===== config.mk =====
export PLATFORM = sky130hd
export DESIGN_NAME = phaethon_mem_arbiter_flat
export DESIGN_NICKNAME = d
export VERILOG_FILES = /design/src/rtl/phaethon_mem_arbiter_if.sv /design/src/rtl/phaethon_mem_arbiter.sv /design/src/flat_wrapper.sv
export SDC_FILE = /design/constraint.sdc
export NUM_CORES = 1
export LEC_CHECK = 0
export CORE_MARGIN = 2
export CORE_UTILIZATION = 39
export DETAILED_ROUTE_END_ITERATION = 10
export MAX_ROUTING_LAYER = met4
export PLACE_DENSITY = 0.82
export SLEW_MARGIN = 30
export SYNTH_ARGS = -nofsm -noshare
export SYNTH_HDL_FRONTEND = slang
export SYNTH_SLANG_ARGS = --single-unit

===== constraint.sdc =====
create_clock -name clk -period 4.71 [get_ports clk]
set_input_delay 0.942 -clock clk [delete_from_list [all_inputs] [get_ports clk]]
set_output_delay 0.942 -clock clk [all_outputs]
set_load 0.005 [all_outputs]

===== src/rtl/phaethon_mem_arbiter_if.sv =====
// phaethon_mem_arbiter_if
//   Bundle of the requester-side and RAM-side signals of phaethon_mem_arbiter.
//   Modports are named from the arbiter's point of view:
//     master : the arbiter (drives RAM address/data/strobes and channel completions)
//     slave  : the surroundings (requesters plus the physical RAM)
//   Signals:
//     chReadReq/chWriteReq [NUM_CH]        level requests, held until chRamReady
//     chAddress  [NUM_CH*ADDR_W]           packed per-channel address
//     chWrite    [NUM_CH*DATA_W]           packed per-channel write data
//     chRamRead  [DATA_W]                  read data broadcast to all channels
//     chRamReady [NUM_CH]                  one-hot one-cycle completion pulse
//     phRamRead  [DATA_W]                  physical RAM read data
//     phRamAddress/phRamWrite              physical RAM address / write data
//     phReadReq/phWriteReq                 physical RAM strobes
interface phaethon_mem_arbiter_if #(
  parameter int unsigned NUM_CH = 2,
  parameter int unsigned ADDR_W = 32,
  parameter int unsigned DATA_W = 32
);
  logic [NUM_CH-1:0]        chReadReq;
  logic [NUM_CH-1:0]        chWriteReq;
  logic [NUM_CH*ADDR_W-1:0] chAddress;
  logic [NUM_CH*DATA_W-1:0] chWrite;
  logic [DATA_W-1:0]        chRamRead;
  logic [NUM_CH-1:0]        chRamReady;
  logic [DATA_W-1:0]        phRamRead;
  logic [ADDR_W-1:0]        phRamAddress;
  logic [DATA_W-1:0]        phRamWrite;
  logic                     phReadReq;
  logic                     phWriteReq;

  modport master (
    input  chReadReq, chWriteReq, chAddress, chWrite, phRamRead,
    output chRamRead, chRamReady, phRamAddress, phRamWrite, phReadReq, phWriteReq
  );

  modport slave (
    output chReadReq, chWriteReq, chAddress, chWrite, phRamRead,
    input  chRamRead, chRamReady, phRamAddress, phRamWrite, phReadReq, phWriteReq
  );
endinterface


===== src/rtl/phaethon_mem_arbiter.sv =====
// phaethon_mem_arbiter
//   Shares one fixed-latency physical RAM port between NUM_CH requesters.
//   Round-robin arbitration by default; define MEMARB_FIXED_PRIO_EN for fixed
//   priority (lowest pending channel wins, no round-robin pointer).
//   One access at a time: IDLE -> READ (RD_LATENCY cycles) or WRITE (1 cycle)
//   -> DONE (chRamReady pulse) -> IDLE. All bus outputs come straight from flops.
//   Ports:
//     clk      : system clock, rising edge
//     reset    : asynchronous active-high reset
//     bus      : phaethon_mem_arbiter_if.master (requester and RAM signals)
//     arbDebug : {24'b0, state[1:0], errSticky, grant[3:0], busy}
module phaethon_mem_arbiter #(
  parameter int unsigned NUM_CH     = 2,
  parameter int unsigned ADDR_W     = 32,
  parameter int unsigned DATA_W     = 32,
  parameter int unsigned RD_LATENCY = 1
) (
  input  logic                  clk,
  input  logic                  reset,
  phaethon_mem_arbiter_if.master bus,
  output logic [31:0]           arbDebug
);

  localparam int unsigned IdxW = (NUM_CH > 1) ? $clog2(NUM_CH) : 1;
  localparam int unsigned PadN = 1 << IdxW;

  typedef enum logic [1:0] {
    StIdle  = 2'd0,
    StRead  = 2'd1,
    StWrite = 2'd2,
    StDone  = 2'd3
  } state_e;

  state_e            state_q, state_d;
  logic [IdxW-1:0]   grant_q, grant_d;
  logic [3:0]        cnt_q, cnt_d;
  logic              err_q, err_d;
  logic [ADDR_W-1:0] addr_q, addr_d;
  logic [DATA_W-1:0] wdata_q, wdata_d;
  logic [DATA_W-1:0] rdata_q, rdata_d;
  logic [NUM_CH-1:0] ready_q, ready_d;
  logic              rd_req_q, rd_req_d;
  logic              wr_req_q, wr_req_d;

  logic [IdxW-1:0]   rr_ptr;
  logic [PadN-1:0]   rd_pad, wr_pad, pend_pad;
  logic              win_vld;
  logic [IdxW-1:0]   win_idx;
  logic [IdxW-1:0]   cand;
  int unsigned       idx;

  // Padding to a power of two lets any IdxW-wide index select safely.
  assign rd_pad   = PadN'(bus.chReadReq);
  assign wr_pad   = PadN'(bus.chWriteReq);
  assign pend_pad = rd_pad | wr_pad;

`ifdef MEMARB_FIXED_PRIO_EN
  assign rr_ptr = '0;
`else
  logic [IdxW-1:0] rr_ptr_q;

  // Next search starts just past the channel that was last served.
  always_ff @(posedge clk or posedge reset) begin
    if (reset) begin
      rr_ptr_q <= '0;
    end else if (state_q == StDone) begin
      rr_ptr_q <= IdxW'((32'(grant_q) + 32'd1) % NUM_CH);
    end
  end

  assign rr_ptr = rr_ptr_q;
`endif

  // First pending channel searching upward from rr_ptr, wrapping.
  always_comb begin
    win_vld = 1'b0;
    win_idx = '0;
    idx     = 0;
    cand    = '0;
    for (int unsigned k = 0; k < NUM_CH; k++) begin
      idx  = (32'(rr_ptr) + k) % NUM_CH;
      cand = IdxW'(idx);
      if (!win_vld && pend_pad[cand]) begin
        win_vld = 1'b1;
        win_idx = cand;
      end
    end
  end

  always_comb begin
    state_d  = state_q;
    grant_d  = grant_q;
    addr_d   = addr_q;
    wdata_d  = wdata_q;
    rdata_d  = rdata_q;
    cnt_d    = cnt_q;
    err_d    = err_q;
    rd_req_d = rd_req_q;
    wr_req_d = 1'b0;
    ready_d  = '0;
    unique case (state_q)
      StIdle: begin
        rd_req_d = 1'b0;
        if (win_vld) begin
          grant_d = win_idx;
          addr_d  = bus.chAddress[32'(win_idx) * ADDR_W +: ADDR_W];
          if (wr_pad[win_idx]) begin
            // A write wins over a simultaneous read; the conflict is latched.
            wdata_d  = bus.chWrite[32'(win_idx) * DATA_W +: DATA_W];
            wr_req_d = 1'b1;
            state_d  = StWrite;
            if (rd_pad[win_idx]) begin
              err_d = 1'b1;
            end
          end else begin
            rd_req_d = 1'b1;
            cnt_d    = 4'(RD_LATENCY - 1);
            state_d  = StRead;
          end
        end
      end
      StRead: begin
        if (cnt_q == 4'd0) begin
          rdata_d  = bus.phRamRead;
          ready_d  = NUM_CH'(1) << grant_q;
          rd_req_d = 1'b0;
          state_d  = StDone;
        end else begin
          cnt_d = cnt_q - 4'd1;
        end
      end
      StWrite: begin
        ready_d = NUM_CH'(1) << grant_q;
        state_d = StDone;
      end
      StDone: begin
        state_d = StIdle;
      end
    endcase
  end

  always_ff @(posedge clk or posedge reset) begin
    if (reset) begin
      state_q  <= StIdle;
      grant_q  <= '0;
      cnt_q    <= '0;
      err_q    <= 1'b0;
      addr_q   <= '0;
      wdata_q  <= '0;
      rdata_q  <= '0;
      ready_q  <= '0;
      rd_req_q <= 1'b0;
      wr_req_q <= 1'b0;
    end else begin
      state_q  <= state_d;
      grant_q  <= grant_d;
      cnt_q    <= cnt_d;
      err_q    <= err_d;
      addr_q   <= addr_d;
      wdata_q  <= wdata_d;
      rdata_q  <= rdata_d;
      ready_q  <= ready_d;
      rd_req_q <= rd_req_d;
      wr_req_q <= wr_req_d;
    end
  end

  assign bus.chRamRead    = rdata_q;
  assign bus.chRamReady   = ready_q;
  assign bus.phRamAddress = addr_q;
  assign bus.phRamWrite   = wdata_q;
  assign bus.phReadReq    = rd_req_q;
  assign bus.phWriteReq   = wr_req_q;

  assign arbDebug = {24'b0, state_q, err_q, 4'(grant_q), state_q != StIdle};

endmodule


===== src/flat_wrapper.sv =====
// flat-port wrapper written by rule: the top's interface ports become plain ports
module phaethon_mem_arbiter_flat 
#(
  parameter int unsigned NUM_CH     = 2,
  parameter int unsigned ADDR_W     = 32,
  parameter int unsigned DATA_W     = 32,
  parameter int unsigned RD_LATENCY = 1
)
  (clk, reset, arbDebug, bus_chReadReq, bus_chWriteReq, bus_chAddress, bus_chWrite, bus_phRamRead, bus_chRamRead, bus_chRamReady, bus_phRamAddress, bus_phRamWrite, bus_phReadReq, bus_phWriteReq);
  phaethon_mem_arbiter_if #(.NUM_CH(NUM_CH), .ADDR_W(ADDR_W), .DATA_W(DATA_W)) bus_i ();
  input  logic clk;
  input  logic reset;
  output logic [31:0] arbDebug;
  input wire logic [$bits(bus_i.chReadReq)-1:0] bus_chReadReq;
  input wire logic [$bits(bus_i.chWriteReq)-1:0] bus_chWriteReq;
  input wire logic [$bits(bus_i.chAddress)-1:0] bus_chAddress;
  input wire logic [$bits(bus_i.chWrite)-1:0] bus_chWrite;
  input wire logic [$bits(bus_i.phRamRead)-1:0] bus_phRamRead;
  output wire logic [$bits(bus_i.chRamRead)-1:0] bus_chRamRead;
  output wire logic [$bits(bus_i.chRamReady)-1:0] bus_chRamReady;
  output wire logic [$bits(bus_i.phRamAddress)-1:0] bus_phRamAddress;
  output wire logic [$bits(bus_i.phRamWrite)-1:0] bus_phRamWrite;
  output wire logic [$bits(bus_i.phReadReq)-1:0] bus_phReadReq;
  output wire logic [$bits(bus_i.phWriteReq)-1:0] bus_phWriteReq;
  assign bus_i.chReadReq = bus_chReadReq;
  assign bus_i.chWriteReq = bus_chWriteReq;
  assign bus_i.chAddress = bus_chAddress;
  assign bus_i.chWrite = bus_chWrite;
  assign bus_i.phRamRead = bus_phRamRead;
  assign bus_chRamRead = bus_i.chRamRead;
  assign bus_chRamReady = bus_i.chRamReady;
  assign bus_phRamAddress = bus_i.phRamAddress;
  assign bus_phRamWrite = bus_i.phRamWrite;
  assign bus_phReadReq = bus_i.phReadReq;
  assign bus_phWriteReq = bus_i.phWriteReq;
  phaethon_mem_arbiter #(.NUM_CH(NUM_CH), .ADDR_W(ADDR_W), .DATA_W(DATA_W), .RD_LATENCY(RD_LATENCY)) u_core (.clk(clk), .reset(reset), .bus(bus_i), .arbDebug(arbDebug));
endmodule

After elaboration in Yosys (flattened, before gate mapping)
Cells that the tools add are included.
Operators by class
  equality and inequality tests: 7
  $add $sub $neg: 3
  reduce and logical (&&, ||, !) cells: 13
  bitwise gates (word level): 1
  $lt $le $gt $ge: 3
  shift operators: 3
  muxes and demuxes: 29
Operators with widths (count)
  $shiftx 64x7->32: 2
  $mux 1: 18
  $mux 4: 3
  $mux 2: 4
  $pmux 2 s4: 1
  $pmux 4 s2: 1
  $reduce_and 2->1: 4
  $reduce_and 4->1: 2
  $lt 1x2->1 const B: 3
  $eq 2x2->1 const B: 2
  $logic_not 4->1: 1
  $ne 2x1->1 const B: 2
  $ne 2x2->1 const B: 2
  $pmux 2 s2: 1
  $reduce_bool 2->1: 2
  $sub 4x1->4 const B: 1
  $reduce_and 3->1: 1
  $add 1x1->1 const B: 2
  $eq 2x1->1 const B: 1
  $logic_not 2->1: 1
  $or 2x2->2: 1
  $pmux 1 s2: 1
  $shl 1x1->2 const A: 1
  $logic_and 1x1->1: 1
  $logic_not 1->1: 1
Word-level totals
  output and inout bits: 132
  register bits: 109
  word-level logic and storage cells: 70

Logic depth before layout (Yosys ltp)
Gate-level depths: netlist (run 1).
  depth in word-level cells: 12
  mapped depth: 8
  mapped depth without buffers: 6

Least setup slack after synthesis (run 1)
OpenSTA, ideal clock, no wires.
  path kind: input-to-reg
  start: in bus_chWriteReq[0]
  end: reg u_core.state_q[1]
  slack: 2.759 ns
  library setup time: 0.121 ns
  arrival time: 1.830 ns
  required time: 4.589 ns
  stages on the path: 5
  path through: or3b_4 -> o211ai_2 -> buf_12 -> nand2b_4 -> o22a_1
Between the ends
  cells in the longest elaborated chain, start to end: 12
Ends and longest elaborated chain
  from (decl): RTL line flat_wrapper.sv:15  | input wire logic [$bits(bus_i.chWriteReq)-1:0] bus_chWriteReq;
  $or 2x2->2: RTL line phaethon_mem_arbiter.sv:55  | assign pend_pad = rd_pad | wr_pad;
  $mux 1 (implied by the code) (2 in series): RTL line phaethon_mem_arbiter.sv:83  | if (!win_vld && pend_pad[cand]) begin
  $mux 1: RTL line phaethon_mem_arbiter.sv:83
  $logic_not 1->1: RTL line phaethon_mem_arbiter.sv:83
  $logic_and 1x1->1: RTL line phaethon_mem_arbiter.sv:83
  $mux 1: RTL line phaethon_mem_arbiter.sv:83
  $mux 1 (implied by the code) (2 in series): RTL line phaethon_mem_arbiter.sv:107  | if (wr_pad[win_idx]) begin
  $mux 2: RTL line phaethon_mem_arbiter.sv:107
  $mux 2: RTL line phaethon_mem_arbiter.sv:104  | if (win_vld) begin
  $pmux 2 s4: RTL line phaethon_mem_arbiter.sv:101  | unique case (state_q)
  to (signal assigned): RTL line phaethon_mem_arbiter.sv:144  | state_q <= StIdle;
  to (signal assigned): RTL line phaethon_mem_arbiter.sv:155  | state_q <= state_d;
  to (decl): RTL line phaethon_mem_arbiter.sv:34  | state_e state_q, state_d;
Several ways; a longest one is shown, not always the timed one. The select of a mux whose other input is x is not followed.
A chain may end at the register's enable or synchronous reset.

Worst setup path in the final report (run 1)
  start: reg u_core.state_q[1]
  end: out arbDebug[0]
Between the ends
  cells in the longest elaborated chain, start to end: 1
Ends and longest elaborated chain
  $reduce_bool 2->1: RTL line phaethon_mem_arbiter.sv:175  | assign arbDebug = {24'b0, state_q, err_q, 4'(grant_q), state_q != StIdle};
  to (decl): RTL line flat_wrapper.sv:13  | output logic [31:0] arbDebug;
No other way between the ends.

==> qor.csv, run 1 <==
metric;value;unit
status;completed;
dp_hpwl;11210;um
worst-path-buf-inv;3;
grt_max_degree;86;
skew;0.007689;ns
finalCriticalPeriod;2.926;ns
io_buffer_count;270;
slew_headroom;43.78;%
clk_pin_slew;0.07;ns
async_flop_share;100.0;%
cts_setup_buffers;0;
reg2reg_slack;2.52;ns
dieArea;14440;um2
yosys_register_bits;109;
syn-cell-area;5264;um2
totalWireLength;14730;um
crit_slowest_cell;clkdlybuf4s50_1;
die_x;120.2;um
critPathArrivalTime;1.98;ns
synthFlopType;dfrtp_1;
antenna_cells;0;
final_core_util;62.00;%
io_pins;298;
synth_largest_area_cell;dfrtp_1;
ant_nets;0;
drc;0;
tns;0;ns
critPathMaxFanout;9;
cp_common_cell;inv_1;
cts_htree_levels;3;
drive_above_1_share;5.656;%
antenna_found_initial;0;
cp-start-kind;flip-flop;
crit-reg2reg-launch;u_core.state_q[1]$_DFFE_PP0P_;
p_per_area;566.2;nW/um2
worstPathCellList;inv_1 > ha_1 > inv_1 > clkdlybuf4s50_1;
dr.first_iter.drc_count;208;
syn_area_per_cell;10.08;um2
dp.cells;940;
min_path_cells;1;
reg2reg_to;u_core.cnt_q[0]$_DFFE_PP0P_;
end_kind;output port;
place.gp.congestion;0.8335;
worstSkewPairLatency;0.34;ns
crit_type;flip-flop to output port;
setup_viol;0;
grt_usage;20.76;%
first_global_vias;4622;
setup_slack;1.784;ns
worstMarginPinSlew;0.8433;ns
p_leak;3.702;nW
finalCritPeriodShare;62.12;%
ir_drop;301.6;uV
min-delay-start;u_core.err_q$_DFFE_PP0P_;
final_cells;954;
cts_tree;yes;
totalPowerFinal;4.630;mW
final_max_slew_viol_count;0;
routedWlPerCell;15.44;um
clock.fmax;341.8;MHz
core_area;13190;um2
rr_worst_depth;5;
grt_pass1_wl;22850;um
cp_num_cells;4;
rsz0062_at_grt;no;
yosys.cell_types.count;41;
via_per_inst;4.697;
ys_warn_count;0;
worstHoldPathType;flip-flop to flip-flop;
numCtsBuffers;9;
synth_edf_count;0;
clock_path_buffers;2;
nets;948;
most-common-layout-cells;270 x clkdlybuf4s50_1, 161 x nand2_1, 109 x dfrtp_1;
crit_required;3.77;ns
start_util;39.91;%
drtPass1Iterations;4;
vias;4481;
yosysTopAreaCellShare;51.82;%
hold_viol;0;
dp_worst_setup_slack;1.309;ns
root_buffer;clkbuf_16;
synthCells;522;
ys_seq_area_share;51.82;%
die-height;120.2;um
cts_sinks;109;
grt-ovfl-total;0;
final_common_cell;clkdlybuf4s50_1;
synthTopCellsByArea;dfrtp_1 52%, mux2i_1 12%, nand2_1 11%;
post_cts_resized;0;
cpPeakStageDelay;0.51;ns
cp-startpoint;u_core.state_q[1]$_DFFE_PP0P_;
critPathCapture;arbDebug[0];
crit_family;buffers and inverters;
area_delta_synth_final;55.36;%
maxCapViolations;0;
rows;42;
cts-hold-fix-buffers;0;
## how the worst min path moves through the flow
| stage | end | slack, ns |
|---|---|---|
| floorplan | u_core.err_q$_DFFE_PP0P_ | 0.43 |
| global placement | u_core.err_q$_DFFE_PP0P_ | 0.45 |
| detailed placement | u_core.err_q$_DFFE_PP0P_ | 0.45 |
| CTS | u_core.err_q$_DFFE_PP0P_ | 0.46 |
| global route | u_core.err_q$_DFFE_PP0P_ | 0.47 |
| finish | u_core.err_q$_DFFE_PP0P_ | 0.46 |
## sequential cells by signal, summed over array words and instances, names as in the netlist
| register | count |
|---|---|
| u_core.rr_ptr | 1 |
| u_core.state_q | 2 |
| u_core.bus.phReadReq | 1 |
| u_core.bus.chRamReady | 2 |
| u_core.grant_q | 1 |
| u_core.bus.phRamWrite | 32 |
| u_core.cnt_q | 4 |
| u_core.bus.phWriteReq | 1 |
| u_core.bus.chRamRead | 32 |
| u_core.bus.phRamAddress | 32 |
| u_core.err_q | 1 |
## layout make-up
cell class	count	area, um2
sequential	109	2728
inverter	8	35.03
multi-input combinational	372	2157
timing repair buffer	276	2768
clock inverter	2	37.54
clock buffer	11	232.7
fill	1028	5012
tap	176	220.2
## logic make-up (layout without fill, tap and decap cells)
family,after synthesis,count (layout),synth area share (%)
muxes,64,64,12.17
and+or+nand+nor,184,184,14.21
other,1,27,0.07124
AOI/OAI and AO/OA,91,91,10.77
adders and majority gates,6,6,1.426
buffers and inverters,67,297,9.532
DFF,109,109,51.82
## metal layers
layer  vias to the layer above  GRT usage [%]  share of wire [%]
met4                         0          6.985                1.4
li1                       2189              -                  -
met1                      2078          24.83                 41
met3                        16          4.104                7.3
met5                         -              -                  0
met2                       198          35.26                 51
## cells in the mapped netlist, types with 2 or more instances
| master | number |
|---|---|
| clkbuf_1 | 9 |
| buf_12 | 5 |
| dfrtp_1 | 109 |
| nor2_1 | 8 |
| a21boi_0 | 3 |
| clkbuf_2 | 2 |
| ha_1 | 6 |
| buf_2 | 4 |
| o21ai_0 | 43 |
| buf_6 | 5 |
| inv_1 | 8 |
| buf_4 | 33 |
| nand2_1 | 161 |
| mux2i_1 | 64 |
| a21oi_1 | 2 |
| o31ai_1 | 5 |
| o21a_1 | 2 |
| o21ai_2 | 12 |
| nand3_1 | 3 |
| nand2_2 | 3 |
| o21ai_1 | 15 |
## where the power goes
| part | internal, mW | switching, mW |
|---|---|---|
| Sequential | 1.39 | 0.266 |
| Combinational | 1.26 | 0.993 |
| Clock | 0.404 | 0.313 |
## metrics by stage
step | hold WS, ns | instance area, um2
2_1_floorplan | 0.4289 | 5361
3_3_place_gp | 0.4471 | 7884
3_5_place_dp | 0.4523 | 7893
4_1_cts | 0.4646 | 8163
5_1_grt | 0.4727 | 8178
6_report | 0.4645 | 8178
## worst register-to-register path: cells and delay by family (launching register included)
kind | cells | cell delay (ns)
buffers and inverters | 1 | 0.12
and+or+nand+nor | 2 | 1.01
adders and majority gates | 1 | 0.39
DFF | 1 | 0.44
AOI/OAI and AO/OA | 1 | 0.11
Power figures use the tool's default switching activity.
==> run 2: changes to the inputs <==
Clock period 4.71 ns to 2.7 ns, I/O delays scaled along.
==> run 2 against run 1 <==
Compared with the run above:
- clock power increased by 90%
- routed wire length about the same
- power rose by 78%
- critical path type unchanged
- critical endpoint unchanged
==> qor.csv, run 2 (synthesis gave the netlist of run 1 again) <==
metric;value;unit;change
p_per_area;994.8;nW/um2;+76%
grt_usage;20.90;%;+0.15 points
rr_worst_depth;6;;+1
io_pins;298;;unchanged
core_area;13190;um2;unchanged
p_leak;3.755;nW;+1.4%
dp_hpwl;11430;um;+1.9%
clock.fmax;396.7;MHz;
reg2reg_to;u_core.cnt_q[3]$_DFFE_PP0P_;;
end_kind;output port;;
clock_path_buffers;2;;unchanged
die_x;120.2;um;unchanged
status;completed;;
maxCapViolations;0;;unchanged
vias;4499;;+0.40%
crit_type;flip-flop to output port;;
setup_viol;0;;unchanged
fillers;1057;;+2.8%
place.gp.congestion;0.8530;;+2.3%
cp-start-kind;flip-flop;;
rsz0062_at_grt;no;;
critPathMaxFanout;9;;unchanged
cts_tree;yes;;
via_per_inst;4.686;;-0.23%
dr.first_iter.drc_count;245;;+18%
cts-hold-fix-buffers;0;;unchanged
min_path_cells;1;;unchanged
grt-ovfl-total;0;;unchanged
post_dp_cell_area;7965;um2;+0.92%
clk_pin_slew;0.07;ns;about the same
drc;0;;unchanged
tns;0;ns;unchanged
grt_pass1_wl;22840;um;about the same
totalWireLength;14730;um;about the same
crit_required;2.16;ns;-1.61 ns
skew;0.006591;ns;-0.001098 ns
dieArea;14440;um2;unchanged
drtPass1Iterations;4;;unchanged
fin_area;8278;um2;+1.2%
hold_viol;0;;unchanged
critPathArrivalTime;1.98;ns;about the same
routedWlPerCell;15.35;um;-0.57%
worstSkewPairLatency;0.34;ns;about the same
min-delay-start;u_core.err_q$_DFFE_PP0P_;;
antenna_found_initial;0;;unchanged
antenna_cells;0;;unchanged
final_common_cell;clkdlybuf4s50_1;;
ant_nets;0;;unchanged
nets;951;;+0.32%
post_cts_resized;0;;unchanged
cts_sinks;109;;unchanged
cts_htree_levels;3;;unchanged
worstHoldPathType;flip-flop to flip-flop;;
rows;42;;unchanged
worstMarginPinSlew;0.6055;ns;-0.2378 ns
numCtsBuffers;9;;unchanged
first_global_vias;4526;;-2.1%
cts_setup_buffers;0;;unchanged
grt_max_degree;110;;+28%
root_buffer;clkbuf_16;;
io_buffer_count;270;;unchanged
holdWs;0.4600;ns;-0.004515 ns
finalCritPeriodShare;93.35;%;
finalCriticalPeriod;2.521;ns;
ir_drop;488.9;uV;+62%
drive_above_1_share;6.250;%;+0.59 points
most-common-layout-cells;270 x clkdlybuf4s50_1, 161 x nand2_1, 109 x dfrtp_1;;
slew_headroom;59.63;%;+16 points
reg2reg_slack;0.66;ns;-1.86 ns
crit-reg2reg-launch;u_core.state_q[1]$_DFFE_PP0P_;;
min_to;u_core.err_q$_DFFE_PP0P_;;
start_util;39.91;%;unchanged
final_core_util;62.76;%;+0.76 points
die-height;120.2;um;unchanged
final_max_slew_viol_count;0;;unchanged
area_delta_synth_final;57.26;%;
[run 2: changes by cell type in the layout (fill, tap and decap cells not counted), sizes merged]
| cell | before | now |
|---|---|---|
| inv | 8 | 7 |
| buf | 6 | 9 |
| clkinv | 0 | 1 |
| clkinvlp | 1 | 2 |
| clkbuf | 11 | 13 |
[run 2: critical path, cell delays in order (launching register included)]
cell             delay (ns)
dfrtp_1                0.42
inv_1                  0.12
ha_1                   0.41
inv_1                  0.19
clkdlybuf4s50_1        0.50
[run 2: metrics by stage]
| stage | worst slack (ns) | power, mW | cells |
|---|---|---|---|
| final | 0.1794 | 8.235 | 960 |
| after global routing | 0.05471 | 8.845 | 960 |
| after CTS | 0.1573 | 8.332 | 960 |
| after detailed placement | 0.3326 | 6.946 | 944 |
| after global placement | 0.4125 | 6.761 | 944 |
| after floorplan | 0.8445 | 4.784 | 548 |
[run 2: how the worst max path moves through the flow]
stage | from | endpoint | slack, ns | depth (start not counted)
3_3_place_gp | bus_chWriteReq[1] | u_core.bus.phRamAddress[28]$_DFFE_PP0P_ | 0.41 | 5
2_1_floorplan | reset | u_core.bus.chRamRead[0]$_DFFE_PP0P_ | 0.84 | 1
5_1_grt | u_core.state_q[0]$_DFFE_PP0P_ | arbDebug[0] | 0.05 | 4
6_report | u_core.state_q[0]$_DFFE_PP0P_ | arbDebug[0] | 0.18 | 4
3_5_place_dp | bus_chWriteReq[0] | u_core.bus.phRamWrite[21]$_DFFE_PP0P_ | 0.33 | 5
4_1_cts | u_core.state_q[0]$_DFFE_PP0P_ | arbDebug[0] | 0.16 | 4
[run 2: power by group]
part	switching [mW]	internal [mW]
sequential	0.467	2.43
combinational	1.73	2.25
clock	0.568	0.795
total	2.76	5.47
[run 2: cell type report]
type | count | area (um2) | share of cell area (%)
Clock inverter | 3 | 42.54 | 0.5139
Inverter | 8 | 33.78 | 0.4081
Sequential cell | 109 | 2728 | 32.95
Timing Repair Buffer | 279 | 2833 | 34.22
Clock buffer | 13 | 270.3 | 3.265
Multi-Input combinational cell | 372 | 2151 | 25.98
Tap cell | 176 | 220.2 | 2.660
[run 2: per-layer routing]
metal,share of wire [%],wire [um],track usage [%]
met1,38,5631,23.49
met5,0,0,-
met2,51,7492,35.72
met4,2.3,333,7.794
met3,8.7,1277,5.660
==> run 3: changes to the inputs <==
Settings changed: SETUP_SLACK_MARGIN set to 0.2.
==> run 3 against run 2 <==
Compared with the run above:
- combinational power is essentially flat
- setup slack gained 0.15 ns
- die area is the same
- flip-flop and latch count is the same
- clock skew is essentially flat
- non-clock buffer count is the same
- design area is essentially flat
- worst hold slack is essentially flat
==> qor.csv, run 3 (synthesis gave the netlist of run 1 again) <==
metric;value;unit;change
min_path_cells;1;;unchanged
core_area;13190;um2;unchanged
grt-ovfl-total;0;;unchanged
crit_type;flip-flop to output port;;
crit-reg2reg-launch;u_core.state_q[1]$_DFFE_PP0P_;;
cp_common_cell;inv_1;;
antenna_found_initial;0;;unchanged
io_pins;298;;unchanged
wirelength_met1;5649;um;+0.32%
final_common_cell;clkdlybuf4s50_1;;
grt_pass1_wl;22850;um;about the same
cts_sinks;109;;unchanged
cts-hold-fix-buffers;0;;unchanged
dr.first_iter.drc_count;264;;+7.8%
drive_above_1_share;6.378;%;+0.13 points
reg2reg_to;u_core.cnt_q[3]$_DFFE_PP0P_;;
finalCritPeriodShare;87.95;%;-5.4 points
worstMarginPinSlew;0.5955;ns;-0.009972 ns
drc;0;;unchanged
critPathArrivalTime;1.83;ns;-0.15 ns
most-common-layout-cells;270 x clkdlybuf4s50_1, 161 x nand2_1, 109 x dfrtp_1;;
end_kind;output port;;
numCtsBuffers;9;;unchanged
hold_viol;0;;unchanged
cts_tree;yes;;
area_delta_synth_final;57.31;%;about the same
top_layer;met4;;
antenna_cells;0;;unchanged
p_leak;3.753;nW;about the same
ant_nets;0;;unchanged
rsz0062_at_grt;no;;
min-delay-start;u_core.err_q$_DFFE_PP0P_;;
critPathMaxFanout;9;;unchanged
reg2reg_slack;0.64;ns;-0.02 ns
via_per_inst;4.718;;+0.67%
status;completed;;
tns;0;ns;unchanged
wl_met2;7452;um;-0.53%
final-seq-area;2728;um2;unchanged
io_buffer_count;270;;unchanged
cts_htree_levels;3;;unchanged
totalWireLength;14750;um;about the same
rows;42;;unchanged
cpPeakStageDelay;0.49;ns;about the same
ir_drop;489.6;uV;+0.14%
nets;951;;unchanged
clock.fmax;421.1;MHz;+6.1%
worstPathCellList;inv_1 > ha_2 > inv_1 > clkdlybuf4s50_1;;
crit_required;2.16;ns;about the same
place.gp.congestion;0.8530;;unchanged
dieArea;14440;um2;unchanged
clock_path_buffers;2;;unchanged
crit_slowest_cell;clkdlybuf4s50_1;;
multi_input_area;2153;um2;+0.12%
routed-wl-met3;1306;um;+2.3%
first_global_vias;4528;;+0.044%
totalPowerFinal;8.245;mW;+0.12%
finalCriticalPeriod;2.375;ns;-0.1458 ns
slew_headroom;60.30;%;+0.66 points
fillers;1056;;-0.095%
worstSkewPairLatency;0.34;ns;about the same
die_x;120.2;um;unchanged
vias;4529;;+0.67%
grt_max_degree;110;;unchanged
setup_viol;0;;unchanged
skew;0.006495;ns;-0.00009567 ns
die-height;120.2;um;unchanged
routedWlPerCell;15.36;um;about the same
start_util;39.91;%;unchanged
cp-start-kind;flip-flop;;
clk_pin_slew;0.07;ns;about the same
dp_hpwl;11430;um;unchanged
drtPass1Iterations;5;;+1
maxCapViolations;0;;unchanged
min_to;u_core.err_q$_DFFE_PP0P_;;
worstHoldPathType;flip-flop to flip-flop;;
root_buffer;clkbuf_16;;
final_max_slew_viol_count;0;;unchanged
p_per_area;995.7;nW/um2;about the same
grt_usage;20.92;%;about the same
rr_worst_depth;6;;unchanged
-- run 3: power by group --
group          switching (mW)  internal [mW]
Clock                   0.571          0.795
Sequential              0.467           2.43
Combinational            1.73           2.26
Total                    2.77           5.48
-- run 3: how the worst max path moves through the flow --
stage	start	endpoint	slack (ns)
after floorplan	reset	u_core.bus.chRamRead[0]$_DFFE_PP0P_	0.84
after global placement	bus_chWriteReq[1]	u_core.bus.phRamAddress[28]$_DFFE_PP0P_	0.41
after detailed placement	bus_chWriteReq[0]	u_core.bus.phRamWrite[21]$_DFFE_PP0P_	0.33
after CTS	u_core.state_q[0]$_DFFE_PP0P_	arbDebug[0]	0.30
after global routing	u_core.state_q[0]$_DFFE_PP0P_	arbDebug[0]	0.21
final	u_core.state_q[0]$_DFFE_PP0P_	arbDebug[0]	0.33
-- run 3: repair_timing --
item,in CTS,in global routing
setup buffers,0,0
gates resized for setup,1,0
setup endpoints to repair,1,0
-- run 3: through the flow --
stage | instances | setup slack (ns) | area, um2 | hold WS, ns | utilization (%)
2_1_floorplan | 548 | 0.8445 | 5365 | 0.4289 | -
3_3_place_gp | 944 | 0.4125 | 7965 | 0.4474 | 60.39
3_5_place_dp | 944 | 0.3326 | 7965 | 0.4523 | 60.39
4_1_cts | 960 | 0.3014 | 8280 | 0.4672 | 62.78
5_1_grt | 960 | 0.2139 | 8280 | 0.4789 | 62.78
6_report | 960 | 0.3253 | 8280 | 0.4603 | 62.78
-- run 3: cell type report --
cell class	instances	share of cell area, %
repair buffers	279	34.21
inverters	8	0.4080
clock buffers	13	3.264
clock inverters	3	0.5138
well taps	176	2.659
multi-input cells	372	26.00
flip-flops and latches	109	32.94
-- run 3: metal layers --
metal | vias to the layer above | GRT usage, %
met3 | 20 | 5.660
li1 | 2195 | -
met1 | 2112 | 23.52
met2 | 202 | 35.72
met5 | - | -
met4 | 0 | 7.794
-- run 3: worst max-delay path: cells and delay by family (launching register included) --
family / cells / cell delay [ns]
adders and majority gates: 1 / 0.32
buffers and inverters: 3 / 0.76
DFF: 1 / 0.42
